**src/rtl/munch_vga_gen.sv**
```systemverilog
// Munching-squares video generator: VGA timing plus a (x OP y) < t pattern engine.
// Optional MUNCH_COLOR_CYCLE_EN derives lit-pixel colour from t instead of white.
module munch_vga_gen #(
  parameter int unsigned H_ACTIVE   = 640,
  parameter int unsigned H_FP       = 16,
  parameter int unsigned H_SYNC     = 96,
  parameter int unsigned H_BP       = 48,
  parameter int unsigned V_ACTIVE   = 480,
  parameter int unsigned V_FP       = 10,
  parameter int unsigned V_SYNC     = 2,
  parameter int unsigned V_BP       = 33,
  parameter int unsigned T_BITS     = 10,
  parameter int unsigned COLOR_BITS = 2
) (
  input  logic                  clk,
  input  logic                  rst_n,
  input  logic                  ena,
  input  logic [1:0]            mode,
  input  logic [2:0]            speed,
  input  logic                  pause,
  output logic                  hsync,
  output logic                  vsync,
  output logic                  de,
  output logic [COLOR_BITS-1:0] r,
  output logic [COLOR_BITS-1:0] g,
  output logic [COLOR_BITS-1:0] b,
  output logic                  frame_tick
);

  localparam int unsigned H_TOTAL = H_ACTIVE + H_FP + H_SYNC + H_BP;
  localparam int unsigned V_TOTAL = V_ACTIVE + V_FP + V_SYNC + V_BP;
  localparam int unsigned H_W     = $clog2(H_TOTAL);
  localparam int unsigned V_W     = $clog2(V_TOTAL);
  localparam int unsigned XW      = (H_W > T_BITS) ? H_W : T_BITS;
  localparam int unsigned YW      = (V_W > T_BITS) ? V_W : T_BITS;

  logic [H_W-1:0]        r_hcnt;
  logic [V_W-1:0]        r_vcnt;
  logic [T_BITS-1:0]     r_t;
  logic [1:0]            r_mode_q;
  logic                  r_hsync;
  logic                  r_vsync;
  logic                  r_de;
  logic [COLOR_BITS-1:0] r_red;
  logic [COLOR_BITS-1:0] r_grn;
  logic [COLOR_BITS-1:0] r_blu;
  logic                  r_frame_tick;

  logic                  w_h_last;
  logic                  w_v_last;
  logic                  w_frame_end;
  logic                  w_active;
  logic                  w_hs_n;
  logic                  w_vs_n;
  logic [XW-1:0]         w_hx;
  logic [YW-1:0]         w_vy;
  logic [T_BITS-1:0]     w_x;
  logic [T_BITS-1:0]     w_y;
  logic [T_BITS-1:0]     w_v;
  logic                  w_lit;
  logic [COLOR_BITS-1:0] w_cr;
  logic [COLOR_BITS-1:0] w_cg;
  logic [COLOR_BITS-1:0] w_cb;

  // Counter wrap and region decode from the current position.
  assign w_h_last    = (32'(r_hcnt) == H_TOTAL - 1);
  assign w_v_last    = (32'(r_vcnt) == V_TOTAL - 1);
  assign w_frame_end = w_h_last && w_v_last;
  assign w_active    = (32'(r_hcnt) < H_ACTIVE) && (32'(r_vcnt) < V_ACTIVE);
  assign w_hs_n      = !((32'(r_hcnt) >= H_ACTIVE + H_FP) &&
                         (32'(r_hcnt) <  H_ACTIVE + H_FP + H_SYNC));
  assign w_vs_n      = !((32'(r_vcnt) >= V_ACTIVE + V_FP) &&
                         (32'(r_vcnt) <  V_ACTIVE + V_FP + V_SYNC));

  // Zero-extend first so counters narrower than T_BITS still slice cleanly.
  assign w_hx = XW'(r_hcnt);
  assign w_vy = YW'(r_vcnt);
  assign w_x  = w_hx[T_BITS-1:0];
  assign w_y  = w_vy[T_BITS-1:0];

  always_comb begin
    w_v = '0;
    case (r_mode_q)
      2'd0:    w_v = w_x ^ w_y;
      2'd1:    w_v = w_x & w_y;
      2'd2:    w_v = w_x | w_y;
      default: w_v = ~(w_x ^ w_y);
    endcase
  end

  assign w_lit = w_active && (w_v < r_t);

`ifdef MUNCH_COLOR_CYCLE_EN
  // An all-zero colour would be indistinguishable from dark, so force white.
  always_comb begin
    w_cr = r_t[COLOR_BITS-1:0];
    w_cg = r_t[2*COLOR_BITS-1:COLOR_BITS];
    w_cb = ~r_t[COLOR_BITS-1:0];
    if ((w_cr == '0) && (w_cg == '0) && (w_cb == '0)) begin
      w_cr = '1;
      w_cg = '1;
      w_cb = '1;
    end
  end
`else
  assign w_cr = '1;
  assign w_cg = '1;
  assign w_cb = '1;
`endif

  always_ff @(posedge clk or negedge rst_n) begin
    if (!rst_n) begin
      r_hcnt       <= '0;
      r_vcnt       <= '0;
      r_t          <= '0;
      r_mode_q     <= '0;
      r_hsync      <= 1'b1;
      r_vsync      <= 1'b1;
      r_de         <= 1'b0;
      r_red        <= '0;
      r_grn        <= '0;
      r_blu        <= '0;
      r_frame_tick <= 1'b0;
    end else if (ena) begin
      r_hcnt <= w_h_last ? '0 : r_hcnt + H_W'(1);
      if (w_h_last) begin
        r_vcnt <= w_v_last ? '0 : r_vcnt + V_W'(1);
      end
      // Mode and t only change between frames so a frame never tears.
      if (w_frame_end) begin
        r_mode_q <= mode;
        if (!pause) begin
          r_t <= r_t + T_BITS'(speed) + T_BITS'(1);
        end
      end
      r_hsync      <= w_hs_n;
      r_vsync      <= w_vs_n;
      r_de         <= w_active;
      r_red        <= w_lit ? w_cr : '0;
      r_grn        <= w_lit ? w_cg : '0;
      r_blu        <= w_lit ? w_cb : '0;
      r_frame_tick <= w_frame_end;
    end
  end

  assign hsync      = r_hsync;
  assign vsync      = r_vsync;
  assign de         = r_de;
  assign r          = r_red;
  assign g          = r_grn;
  assign b          = r_blu;
  assign frame_tick = r_frame_tick;

endmodule

```
**config.mk**
```make
export PLATFORM = sky130hd
export DESIGN_NAME = munch_vga_gen
export DESIGN_NICKNAME = d
export VERILOG_FILES = /design/src/rtl/munch_vga_gen.sv
export SDC_FILE = /design/constraint.sdc
export NUM_CORES = 1
export LEC_CHECK = 0
export BUFFER_PORTS_ARGS = -buffer_cell sky130_fd_sc_hd__buf_2
export CAP_MARGIN = 10
export CORE_ASPECT_RATIO = 0.7
export CORE_MARGIN = 4
export CORE_UTILIZATION = 30
export DETAILED_ROUTE_END_ITERATION = 7
export GPL_TIMING_DRIVEN = 1
export PLACE_DENSITY = 0.44
export SYNTH_ARGS = -nofsm -noshare
export SYNTH_HDL_FRONTEND = slang
export SYNTH_SLANG_ARGS = --single-unit
```
**constraint.sdc**
```tcl
create_clock -name clk -period 3.95 [get_ports clk]
set_input_delay 0.1975 -clock clk [delete_from_list [all_inputs] [get_ports clk]]
set_output_delay 0.1975 -clock clk [all_outputs]
set_load 0.005 [all_outputs]
```
== After elaboration in Yosys (flattened, before gate mapping) ==
Cells that the tools add are included.

* Div/mod/pow operators: 0
* Multipliers: 0
* Shift-type cells: 0
* Equality and inequality tests: 4
* Muxes and demuxes: 4
* Reduce and logical (&&, ||, !) cells: 11
* Bitwise gates (word level): 5
* Order comparisons: 7
* Add/subtract/negate cells: 4

{| class="wikitable"
|+ Operators by type and width
! operator !! number
|-
| $add 10x1->10 const B || 3
|-
| $pmux 10 s3 || 1
|-
| $eq 10x10->1 const B || 2
|-
| $lt 10x10->1 const B || 2
|-
| $lt 10x9->1 const B || 2
|-
| $mux 10 || 2
|-
| $add 10x3->10 || 1
|-
| $and 10x10->10 || 1
|-
| $ge 10x10->1 const B || 1
|-
| $ge 10x9->1 const B || 1
|-
| $lt 10x10->1 || 1
|-
| $not 10->10 || 1
|-
| $or 10x10->10 || 1
|-
| $xor 10x10->10 || 1
|-
| $logic_and 1x1->1 || 5
|-
| $reduce_and 2->1 || 2
|-
| $reduce_and 3->1 || 1
|-
| $eq 2x1->1 const B || 1
|-
| $eq 2x2->1 const B || 1
|-
| $logic_not 1->1 || 2
|-
| $logic_not 2->1 || 1
|-
| $mux 2 || 1
|-
| $not 1->1 || 1
|}

* Bits in latches: 0
* Flip-flop bits (word level): 38
* Memory bits (read-only): 0
* Logic and storage cells: 44
* RAM bits: 0
* Memories kept: 0
* Bits of input ports: 9

== Depth between registers and ports, before layout ==
Gate-level depths: netlist (run 1).

* Word-level depth: 6
* Gate-level depth with buffers: 10
* Mapped depth without buffers: 10

== Worst setup path after synthesis (run 1) ==
OpenSTA, ideal clock, no wires.

* Path type: reg2reg
* From: register r_mode_q[0]
* To: register r_blu[0], in the netlist b[0]
* Setup time: 0.101 ns
* Clock period less this slack: 2.392 ns
* Slack: 1.558 ns
* Stages on the path, launching flop included: 10
* Arrival: 2.291 ns
* Buffers on the path: 2
* Cells stage by stage: dfrtp_1 clkbuf_1 clkbuf_1 a21oi_1 o31ai_1 ha_1 o21ai_0 nor2_1 or3_1 o32ai_1

* Word-level cells in the longest chain between the ends: 5

{| class="wikitable"
|+ Ends and longest elaborated chain
! item !! line !! text
|-
| from (decl) || 40 || <nowiki>logic [1:0] r_mode_q;</nowiki>
|-
| from (signal assigned) || 131 || <nowiki>r_mode_q <= mode;</nowiki>
|-
| $eq 2x2->1, or another cell as far along || 83 || <nowiki>case (r_mode_q)</nowiki>
|-
| $pmux 10 s3 * || 83 ||
|-
| $lt 10x10->1 * || 91 || <nowiki>assign w_lit = w_active && (w_v < r_t);</nowiki>
|-
| $logic_and 1x1->1 * || 91 ||
|-
| $mux 2 * || 141 || <nowiki>r_blu <= w_lit ? w_cb : '0;</nowiki>
|-
| to (signal assigned) || 141 ||
|-
| to (decl) || 46 || <nowiki>logic [COLOR_BITS-1:0] r_blu;</nowiki>
|}

Every way passes the cells marked *; elsewhere a longest branch is shown, timed or not.
A chain may end at the register's enable or synchronous reset.

== Final worst setup path (run 1) ==
* From: register r_hcnt[7]
* To: register r_blu[0], in the netlist b[0]

* Word-level cells in the longest chain between the ends: 6

{| class="wikitable"
|+ Ends and longest elaborated chain
! item !! line !! text
|-
| from (decl) || 37 || <nowiki>logic [H_W-1:0] r_hcnt;</nowiki>
|-
| from (signal assigned) || 125 || <nowiki>r_hcnt <= w_h_last ? '0 : r_hcnt + H_W'(1);</nowiki>
|-
| $xor 10x10->10 || 84, 87 ||
|-
| $not 10->10 || 87 || <nowiki>default: w_v = ~(w_x ^ w_y);</nowiki>
|-
| $pmux 10 s3 || 83 ||
|-
| $lt 10x10->1 || 91 ||
|-
| $logic_and 1x1->1 * || 91 ||
|-
| $mux 2 * || 141 ||
|}

Marked as above.

==> flow_summary.ini, run 1 <==
[clock_network]
post_cts_buffers = 0
clk_latency_ns = 0.29
cts_resized = 0
clock_sinks = 37
cts.clk_slew.worst_paths_ns = 0.06
cts_tree = built
cts_made_buffers = 5
hold_buffers = 0
clock_path_buffers = 2
cts-htree-levels = 2
cts_root_buf = clkbuf_16

[sta]
period_share_pct = 66.2
hold_viol = 0
finalClockSkew_ns = 0.0105
worst_pin_slew_ns = 0.870
timing.final.ws_setup_ns = 1.34
hold_ws_ns = 0.0267
tns_ns = 0
slew_headroom_pct = 42.0
setup_violations = 0
fmaxAchievable_ghz = 0.382
rsz0062_at_grt = no
drv_slew = 0
period_minus_slack_ns = 2.61

[die]
die_width_um = 122
core_um2 = 8650
start_util_pct = 31.5
num_io_pins = 19
dieArea_um2 = 10700
die_y_um = 87.7
core.rowCount = 28

[critical_path]
critPathKind = flop to flop
crit_family = compound AO/OA/AOI/OAI gates
worstPathCellList = inv_1 -> ha_1 -> nor2b_1 -> a211oi_1 -> a21oi_1 -> ha_1 -> a211oi_1 -> nor2_1 -> or3_1 -> o32ai_1
cp_slowest_stage_delay_ns = 0.40
rr_endpoint = b[0]$_DFFE_PN0P_
cp-endpoint = b[0]$_DFFE_PN0P_
slowest_stage = dfrtp_1
path_buf_inv = 1
worst_ep_required_time_ns = 4.14
crit_arrival_ns = 2.80
endpoint_kind = flop
r2r_cells = 10
crit_cells = 10
worstPathMaxFanout = 5
start_kind = flop
crit_start = r_hcnt[7]$_DFFE_PN0P_
r2r-start = r_hcnt[7]$_DFFE_PN0P_
rrSetupSlack_ns = 1.34

[layout]
most-common-layout-cells = ha_1, inv_1, dfrtp_1
final_nets = 347
areaGrowthSynthToFinish_pct = 11.5
fin_area_um2 = 3040
num_antenna_cells = 0
fillerInstances = 918
final_common_cell = ha_1
layout-drive-gt1-share_pct = 14.2

[job]
drv_cap = 0

[routing]
routedWlPerCell_um = 15.0
finalWirelength_um = 6320
via_per_inst = 4.85
dr.pass1.iters = 4
vias = 2047
postRouteAntennaNets = 0
drtIter0Drc = 82
drc_errors = 0

[grt]
grt_max_degree = 38
grt_pass1_vias = 1983
grt-ovfl-total = 0
grtUsageTotal_pct = 12.8
antenna_found_initial = 0
grt_pass1_wl_um = 10400

[power]
max-vdd-ir-drop_mv = 0.138
switching_power_mw = 0.403
p_clk_share_pct = 33.1
seqPwrFrac_pct = 40.5
switching_share_pct = 33.4
comb_power_share_pct = 26.3
p_per_area_nw_per_um2 = 397
total_power_mw = 1.21
leakagePower_nw = 1.38
p_int_mw = 0.803

[placement]
globalplace.congestion = 0.804
port_buffers = 18
dp_slack_ns = 1.35
dpl-instance-area_um2 = 2900
dpl.hpwl_um = 4930

[yosys]
avgSynthCellArea_um2 = 9.43
synth-seq-cells = 37
ys_types = 44
ys.flop_type = dfrtp_1
synth_edf_count = 0
syn_nets = 335
synth.cell_area_um2 = 2730
yosys_warnings = 0
async_reset_ff_share_pct = 100
netlist_instances = 289
seq_area_frac_synth_pct = 34.1

[min_path]
hold_class = input port to asynchronous set/reset pin

[status]
status = complete, no violations
-- metrics by stage --
stage | utilization [%] | cells
floorplan | - | 289
global placement | 33.5 | 414
detailed placement | 33.5 | 414
CTS | 35.1 | 422
global route | 35.1 | 422
finish | 35.1 | 422
-- synth_stat cells, types with 2 or more instances --
cell type | instances | share of area (%)
dfstp_2 | 2 | 1.9
dfrtp_1 | 35 | 32
clkbuf_1 | 6 | 0.83
nor4_2 | 2 | 0.92
xnor2_1 | 21 | 6.7
nor3_1 | 7 | 1.3
buf_1 | 2 | 0.28
o21ai_0 | 7 | 1.3
inv_1 | 35 | 4.8
and3_1 | 3 | 0.69
mux2_2 | 13 | 5.4
a211oi_1 | 9 | 2.5
nand4_1 | 8 | 1.8
nand2_1 | 12 | 1.7
mux2i_1 | 4 | 1.5
a21oi_1 | 15 | 2.8
ha_1 | 36 | 17
a31oi_1 | 2 | 0.46
nor2_1 | 16 | 2.2
nor4_1 | 8 | 1.8
nand3_1 | 7 | 1.3
or3_1 | 2 | 0.46
buf_4 | 5 | 1.4
a21o_1 | 2 | 0.55
nor2b_1 | 11 | 2.5
-- worst min-delay path by stage --
stage	to	slack, ns
6_report	r_vcnt[2]$_DFFE_PN0P_	0.03
5_1_grt	r_vcnt[2]$_DFFE_PN0P_	0.11
4_1_cts	r_vcnt[2]$_DFFE_PN0P_	0.06
3_5_place_dp	r_hcnt[1]$_DFFE_PN0P_	0.37
3_3_place_gp	r_hcnt[1]$_DFFE_PN0P_	0.39
2_1_floorplan	b[0]$_DFFE_PN0P_	-0.1
-- sequential cells by signal (all words and copies together) (netlist names) --
name and cells:
b 1, de 1, frame_tick 1, hsync 1, r_hcnt 10, r_mode_q 2
r_t 10, r_vcnt 10, vsync 1
-- power groups by stage --
stage | combinational [mW] | sequential [mW] | clock, mW
4_1_cts | 0.325 | 0.489 | 0.410
6_report | 0.318 | 0.489 | 0.400
5_1_grt | 0.377 | 0.499 | 0.433
3_3_place_gp | 0.317 | 0.495 | 0
2_1_floorplan | 0.246 | 0.473 | 0
3_5_place_dp | 0.321 | 0.497 | 0
-- final cells by class --
cell class	count	area, µm²	area share [%]
repair buffers	20	105	3.46
clock buffers	7	133	4.37
clock inverters	1	8.76	0.288
inverters	35	131	4.32
well taps	120	150	4.94
flip-flops and latches	37	928	30.6
multi-input cells	202	1580	52.1
-- metal layers --
metal / track usage (%) / part of all wire, %
met1: 19.3 / 57
met5: 0 / 0
met2: 17.8 / 37
met3: 3.29 / 4.9
met4: 3.97 / 1.3
-- cells by family after synthesis --
logic type / synth area share (%)
buffers and inverters: 7.90
AO/OA/AOI/OAI: 9.60
adder cells (fa/ha/maj): 17.3
flip-flops: 34.1
XOR/XNOR: 6.75
multiplexers: 7.25
AND/OR/NAND/NOR: 17.2
No activity file was read; power rests on OpenSTA's default activity.
==> inputs of run 2 (changes only) <==
ABC_AREA = 1   (was default)
clock period = 2.6 ns   (was 3.95 ns; I/O delays follow)
==> run 2 against run 1 <==
Against the previous run:
- the flow now finishes with violations (negative hold slack)
- first-iteration DRC count rose by 120%
- sequential cell count unchanged
- hold slack got worse by 0.045 ns
- sequential share of layout area fell by 2.8 points
- synthesized cell count up 43%
- critical path depth grew 3
- worst setup slack worse by 1.1 ns
- maximum frequency is 8.4% higher
- wire length increased by 33%
- critical path type unchanged
==> flow_summary.ini, run 2 <==
[yosys]
synth.cell_area_um2 = 2990
synthTopCellsByCount = nand2_1, inv_1, ha_1
syn_nets = 458
synth_area_leaders = dfrtp_1, nand2_1, ha_1, inv_1, nand3_1
synth_fa_ha_area_share_pct = 15.8
synth_compound_area_share_pct = 9.38
avgSynthCellArea_um2 = 7.25
synth_edf_count = 0
synth_mux_area_share_pct = 0
synth-xor-area-share_pct = 2.64
ys.flop_type = dfrtp_1
ys_types = 35
yosysMostFrequentCell = nand2_1
yosys.area_share.simple_pct = 30.4
yosys_warnings = 0
async_reset_ff_share_pct = 100
synth_top_family_by_area = simple AND/OR/NAND/NOR gates
seq_area_frac_synth_pct = 31.1
netlist_instances = 412
yosysTopAreaCell = dfrtp_1
synth-seq-cells = 37
yosysTopAreaCellShare_pct = 29.3

[sta]
tns_ns = 0
setup_violations = 0
hold_ws_ns = -0.0180
drv_slew = 0
worst_pin_slew_ns = 0.931
hold_viol = 11
slew_headroom_pct = 37.9
period_share_pct = 92.8
rsz0062_at_grt = no
fmaxAchievable_ghz = 0.415
period_minus_slack_ns = 2.41
timing.final.ws_setup_ns = 0.188
finalClockSkew_ns = 0.00808

[min_path]
hold_class = input port to asynchronous set/reset pin

[grt]
grt_pass1_wl_um = 13700
grt_max_degree = 38
grtUsageTotal_pct = 15.1
grt-ovfl-total = 0
antenna_found_initial = 0
grt_pass1_vias = 2494

[routing]
via_per_inst = 4.73
finalWirelength_um = 8410
vias = 2651
drtIter0Drc = 183
postRouteAntennaNets = 0
drc_errors = 0
dr.pass1.iters = 4
routedWlPerCell_um = 15.0

[layout]
final_nets = 477
most-common-layout-cells = nand2_1, inv_1, ha_1
stdcell_count = 560
fin_area_um2 = 3340
num_antenna_cells = 0
areaGrowthSynthToFinish_pct = 11.9
final_common_cell = nand2_1
reg_top3 = r_hcnt x10, r_t x10, r_vcnt x10
final_util_pct = 34.5
layout-drive-gt1-share_pct = 10.6

[die]
num_io_pins = 19
start_util_pct = 30.8
core_um2 = 9680
core.rowCount = 30
dieArea_um2 = 11600
die_width_um = 127
die_y_um = 91.5

[power]
seqPwrFrac_pct = 38.2
p_per_area_nw_per_um2 = 582
switching_share_pct = 37.3
leakagePower_nw = 1.79
max-vdd-ir-drop_mv = 0.294
p_clk_share_pct = 32.5
p_int_mw = 1.22
switching_power_mw = 0.725
total_power_mw = 1.94
comb_power_share_pct = 29.3

[clock_network]
hold_buffers = 0
cts_root_buf = clkbuf_16
clock_sinks = 37
cts_resized = 0
cts.clk_slew.worst_paths_ns = 0.06
clock_path_buffers = 2
cts-htree-levels = 2
cts_tree = built
clk_latency_ns = 0.28
cts_made_buffers = 5
post_cts_buffers = 0

[critical_path]
worst_ep_required_time_ns = 2.83
worstPathMaxFanout = 9
worstPathCellList = inv_1 -> nor2_1 -> nand2_1 -> o2111ai_1 -> nand2_1 -> inv_1 -> ha_1 -> a21oi_1 -> a21boi_0 -> nand3_1 -> nor2_1 -> nand2_1 -> nand2_1
cpMostUsedCell = nand2_1
slowest_stage = nor2_1
start_kind = flop
cp_slowest_stage_delay_ns = 0.56
endpoint_kind = flop
critPathKind = flop to flop
crit_arrival_ns = 2.64

[placement]
dpl.hpwl_um = 6570
dpl-instance-area_um2 = 3200
dp_cells = 552
globalplace.congestion = 0.844
port_buffers = 18
dp_slack_ns = 0.185

[job]
drv_cap = 0

[status]
status = finished with violations
violations = negative hold slack
==> run 2: cell types whose count changed after synthesis, moves of 10 or more <==
cell	change
nand2_1	+115
xnor2_1	-20
nand3_1	+15
nor2b_1	-11
mux2_2	-13
o21ai_0	+10
inv_1	+26
nor2_1	+11
==> run 2: final cells by class <==
cell class,instances,area [µm²]
Clock buffer,8,146
Fill cell,1057,6340
Sequential cell,37,928
Multi-Input combinational cell,298,1740
Timing Repair Buffer,22,120
Inverter,67,251
Tap cell,128,160
==> run 2: path summary, 6_finish.rpt <==
kind                                          from                       to  slack, ns  depth (start not counted)
setup / recovery           r_mode_q[0]$_DFFE_PN0P_         b[0]$_DFFE_PN0P_       0.19                         13
hold / removal                               rst_n       r_t[1]$_DFFE_PN0P_      -0.02                          1
setup reg to reg           r_mode_q[0]$_DFFE_PN0P_         b[0]$_DFFE_PN0P_       0.19                         13
hold reg to reg                  hsync$_DFFE_PN1P_        hsync$_DFFE_PN1P_       0.49                          2
max in group asynchronous                    rst_n    r_vcnt[5]$_DFFE_PN0P_       2.03                          1
min in group clk                           mode[0]  r_mode_q[0]$_DFFE_PN0P_       0.10                          3
==> run 2: cells by family (layout without fill, tap and decap cells) <==
family          Yosys count  in the layout
xor+xnor                  9              9
compound gates           47             47
buf+inv                  77             97
flops                    37             37
fa+ha+maj                37             37
simple gates            205            205
==> run 2: worst max-delay path, delay by kind of cell, from the launching register on <==
family | cells | cell delay (ns)
flip-flops | 1 | 0.42
AO/OA/AOI/OAI | 3 | 0.43
AND/OR/NAND/NOR | 7 | 1.13
adder cells (fa/ha/maj) | 1 | 0.23
buffers and inverters | 2 | 0.14
==> run 2: per-layer routing <==
layer | track usage, % | up-vias | part of all wire, %
met5 | 0 | - | 0
met4 | 2.41 | 0 | 0.58
met3 | 3.29 | 4 | 5.7
met2 | 20.1 | 46 | 39
met1 | 24.6 | 1243 | 55
li1 | - | 1358 | -
==> run 2: power by group through the flow <==
stage	sequential [mW]	clock (mW)	combinational (mW)
after floorplan	0.707	0	0.421
after global placement	0.750	0	0.577
after detailed placement	0.751	0	0.571
after CTS	0.740	0.643	0.577
after global routing	0.752	0.671	0.675
final	0.743	0.631	0.570
